--- src/rtl/small_example_pkg.sv ---
// Shared types and the two inverse-stage functions of the 5-bit chain/scrambler decoder.
package small_example_pkg;

    localparam int unsigned WORD_W = 5;

    typedef logic [0:WORD_W-1] word_t;

    typedef enum logic {
        PRIME,
        RUN
    } dec_state_e;

    // Stage A: undo the output chain, recovering the encoder's scrambler state
    function automatic word_t chain_inv(input word_t w, input word_t p);
        word_t s;
        s[0] = ~(w[0] ^ p[4]);
        s[1] = ~(w[1] ^ p[0] ^ p[4]);
        s[2] = ~(w[2] ^ p[1]);
        s[3] = ~(w[3] ^ p[2]);
        s[4] = ~(w[4] ^ p[3]);
        return s;
    endfunction

    // Stage B: undo the scrambler, recovering the original data word
    function automatic word_t scr_inv(input word_t s, input word_t q);
        word_t d;
        d[0] = s[0] ^ q[4];
        d[1] = s[1] ^ q[0] ^ q[4];
        d[2] = s[2] ^ q[1];
        d[3] = s[3] ^ q[2];
        d[4] = s[4] ^ q[3];
        return d;
    endfunction

endpackage

--- src/rtl/small_example_decoder.sv ---
// Channel-sink decoder: recovers data words from the encoder's output stream,
// with a priming FSM that checks the encoder's initial state and a one-deep
// output register under valid/ready flow control.
module small_example_decoder
    import small_example_pkg::*;
#(
    parameter int unsigned CNT_W = 16
) (
    input  logic             clk,
    input  logic             rst_n,
    input  logic             sync_clr,
    input  logic             in_valid,
    output logic             in_ready,
    input  logic [0:4]       in_word,
    output logic             out_valid,
    input  logic             out_ready,
    output logic [0:4]       out_data,
    output logic             sync_err,
    output logic [CNT_W-1:0] word_cnt
);

    dec_state_e state_q, state_d;
    word_t      wprev, sprev;
    word_t      s_cur, d_cur;
    logic       accept;
    logic       load;
    logic       set_err;

    assign in_ready = !out_valid || out_ready;
    assign accept   = in_valid && in_ready;
    assign s_cur    = chain_inv(in_word, wprev);
    assign d_cur    = scr_inv(s_cur, sprev);

    // State register
    always_ff @(posedge clk or negedge rst_n) begin
        if (!rst_n) state_q <= PRIME;
        else        state_q <= state_d;
    end

    // Next state: first word after reset/resync primes history, later words emit data
    always_comb begin
        state_d = state_q;
        load    = 1'b0;
        set_err = 1'b0;
        if (sync_clr) begin
            state_d = PRIME;
        end else if (accept) begin
            case (state_q)
                PRIME: begin
                    state_d = RUN;
                    set_err = (s_cur != '0);
                end
                RUN: begin
                    load = 1'b1;
                end
                default: state_d = PRIME;
            endcase
        end
    end

    // Decoder history: previous received word and previous recovered scrambler state
    always_ff @(posedge clk or negedge rst_n) begin
        if (!rst_n) begin
            wprev <= '0;
            sprev <= '0;
        end else if (sync_clr) begin
            wprev <= '0;
            sprev <= '0;
        end else if (accept) begin
            wprev <= in_word;
            sprev <= s_cur;
        end
    end

    // Output register; a load in the same cycle as a drain keeps out_valid high
    always_ff @(posedge clk or negedge rst_n) begin
        if (!rst_n) begin
            out_valid <= 1'b0;
            out_data  <= '0;
        end else if (sync_clr) begin
            out_valid <= 1'b0;
        end else if (load) begin
            out_valid <= 1'b1;
            out_data  <= d_cur;
        end else if (out_ready) begin
            out_valid <= 1'b0;
        end
    end

    // Sticky sync error and saturating word counter survive resync
    always_ff @(posedge clk or negedge rst_n) begin
        if (!rst_n) begin
            sync_err <= 1'b0;
            word_cnt <= '0;
        end else begin
            if (set_err) sync_err <= 1'b1;
            if (load && (word_cnt != '1)) word_cnt <= word_cnt + 1'b1;
        end
    end

endmodule

--- config.mk ---
export PLATFORM = sky130hd
export DESIGN_NAME = small_example_decoder
export DESIGN_NICKNAME = d
export VERILOG_FILES = /design/src/rtl/small_example_pkg.sv /design/src/rtl/small_example_decoder.sv
export SDC_FILE = /design/constraint.sdc
export NUM_CORES = 1
export LEC_CHECK = 0
export CELL_PAD_IN_SITES_DETAIL_PLACEMENT = 1
export CELL_PAD_IN_SITES_GLOBAL_PLACEMENT = 1
export CORE_ASPECT_RATIO = 1.5
export CORE_MARGIN = 2
export CORE_UTILIZATION = 39
export CTS_CLUSTER_DIAMETER = 150
export DETAILED_ROUTE_END_ITERATION = 8
export PLACE_DENSITY_LB_ADDON = 0.1
export SLEW_MARGIN = 20
export SYNTH_ARGS = -nofsm -noshare
export SYNTH_HDL_FRONTEND = slang
export SYNTH_SLANG_ARGS = --single-unit
--- constraint.sdc ---
create_clock -name clk -period 2 [get_ports clk]
set_input_delay 0.4 -clock clk [delete_from_list [all_inputs] [get_ports clk]]
set_output_delay 0.4 -clock clk [all_outputs]
set_load 0.01 [all_outputs]
==> flow_summary.ini <==
[status]
outcome = completed

[detailed_routing]
drt_pass1_iterations = 4
drc_errors = 0
drt-total-wl_mm = 4.22
vias = 1302
drt.antenna.violating_nets = 0
drt-initial-drc-count = 21
vias_per_cell = 5.36
routedWlPerCell_um = 17.4

[power]
p_sw_uw = 514
ir_drop_v = 0.000778
clkPwrFrac = 0.275
p_leak_nw = 0.917
seq_power_share = 0.490
p_int_mw = 1.23
power_density_nw_per_um2 = 803
power_mw = 1.74
swShare = 0.295
combPwrFrac = 0.235

[yosys]
netlist_area_um2 = 1670
synth_edf_count = 0
synth_cell_types = 31
synthCells = 154
yosysMostFrequentCell = dfrtp_1
yosys.area.top_type_share = 0.509
ys_ff_latch = 34
ys_seq_area_frac = 0.509
yosys-top-cells-count = dfrtp_1, nand2_1, a21oi_1
ys.flop_type = dfrtp_1
yosysTopAreaCell = dfrtp_1
synth-warning-count = 0
synthArstFlopShare = 1.00
synth_area_leaders = dfrtp_1, xnor2_1, xor2_1
synth_nets = 165
avgSynthCellArea_um2 = 10.9

[worst_setup_path]
reg2reg_to = word_cnt[1]
crit_start = out_ready
worst_r2r_path_depth = 5
timing.critical_path.to = in_ready
cp-start-kind = input port
cp.arrival_ns = 1.40
required_ns = 1.60
end_kind = output pin
rr_startpoint = word_cnt[0]
rrSetupSlack_ns = 0.27
cp_max_fo = 3
critPathKind = input port to output pin

[timing]
fin_crit_sh = 0.898
setup_viol = 0
worstMarginPinSlew_ns = 0.439
fmax_ghz = 0.557
worst_slew_margin_rel = 0.707
hold_viol = 0
period_minus_slack_ns = 1.80
skew_ns = 0.0124
rsz0062_at_grt = false
drv_slew = 0
worst_slack_ns = 0.203
tns_ns = 0

[floorplanning]
core_um2 = 4170
num_io_pins = 34
placement_rows = 29
initial_utilization = 0.401
die_x_um = 57.5
die_area_um2 = 4840
dieHeight_um = 84.2

[clock_network]
clkSinkCount = 34
postCtsSetupBuffers = 0
clkLatencyLatePin_ns = 0.29
cts_inserted_buffers = 5
cts_hold_buf = 0
cts_tree = built
clockRootBuffer = clkbuf_8
clk_pin_slew_ns = 0.08
h-tree-depth = 2
cts_buffer_depth = 2

[global_routing]
grt_max_degree = 35
grt_pass1_vias = 1475
overflow = 0
grt_pass1_wl_mm = 7.15
track_usage = 0.196
antenna_found_initial = 0

[placed_design]
dp_hpwl_mm = 3.17
numPortBuffers = 33
pre_cts_ws_ns = -0.00352
gp_congestion = 0.699

[cells_and_area]
antenna_cells = 0
nNetsFinal = 208
synthToLayoutAreaGrowth_pct = 29.8
drive_above_1_share = 0.157

[min_path]
min_path_type = register to register

[run]
drv_cap = 0
==> power groups by stage <==
stage          sequential (mW)  clock [mW]  combinational (mW)
2_1_floorplan            0.886           0               0.151
3_3_place_gp             0.858           0               0.397
3_5_place_dp             0.869           0               0.420
4_1_cts                  0.855       0.504               0.420
5_1_grt                  0.867       0.521               0.450
6_report                 0.853       0.479               0.409
==> flip-flops by register name, summed over array words and instances (netlist names) <==
register   cells
out_valid      1
state_q        1
wprev          5
sync_err       1
sprev          5
out_data       5
word_cnt      16
==> cell usage in the layout (no fill, tap or decap), drive strengths merged <==
cell / instances
xor2: 10
buf: 7
nand4b: 1
nor3b: 1
dfrtp: 34
clkdlybuf4s50: 32
dlygate4sd2: 1
o41ai: 1
clkinv: 2
nand2: 19
nor2: 11
nor4: 1
nand4: 5
and4: 3
nand3: 4
and2: 1
inv: 2
o211ai: 4
and3: 5
xnor2: 16
ha: 1
or2: 4
nand3b: 1
a21oi: 17
mux2: 1
nor2b: 1
o2111ai: 2
nor3: 2
o21ai: 3
clkbuf: 5
==> worst min-delay path by stage <==
stage	depth (start not counted)	end	start	slack, ns
2_1_floorplan	0	out_data[0]	rst_n	0.10
3_3_place_gp	2	sync_err	sync_err	0.45
3_5_place_dp	2	sync_err	sync_err	0.47
4_1_cts	2	sync_err	sync_err	0.49
5_1_grt	2	sync_err	sync_err	0.51
6_report	2	sync_err	sync_err	0.48
==> metal layers <==
layer | GRT usage | share of wire | up-vias
li1 | - | - | 615
met1 | 0.199 | 0.35 | 653
met2 | 0.360 | 0.59 | 26
met3 | 0.0462 | 0.030 | 8
met4 | 0.0951 | 0.024 | 0
met5 | 0 | 0 | -
==> cells by family (layout without fill, tap and decap cells) <==
kind of cell,after synthesis,count (layout),share of synthesized area
simple gates,59,59,0.228
flops,34,34,0.509
compound gates,27,27,0.0958
xor+xnor,26,26,0.136
buf+inv,6,49,0.0165
fa+ha+maj,1,1,0.00748
mux,1,1,0.00674
==> critical path: stages <==
cell	delay [ns]
clkdlybuf4s50_1	0.44
nor2b_4	0.17
inv_1	0.09
dlygate4sd2_1	0.29
==> layout make-up <==
class,instances,area [µm²]
clock inverters,2,10.0
clock buffers,5,68.8
well taps,46,57.6
fillers,478,2000
inverters,2,7.51
multi-input cells,114,793
flip-flops and latches,34,851
repair buffers,40,382
==> what timing repair did <==
action,4_1_cts,5_1_grt
gates resized for setup,1,0
endpoints found under the setup margin,1,0
endpoints found under the hold margin,0,0
==> metrics by stage <==
stage	area (µm²)	hold WS (ns)	instances	util
final	2170	0.485	243	0.520
after global routing	2170	0.512	243	0.520
after CTS	2170	0.486	243	0.520
after detailed placement	2090	0.468	236	0.501
after global placement	2090	0.450	236	0.501
after floorplan	1670	0.104	154	-
Power figures use the tool's default switching activity.
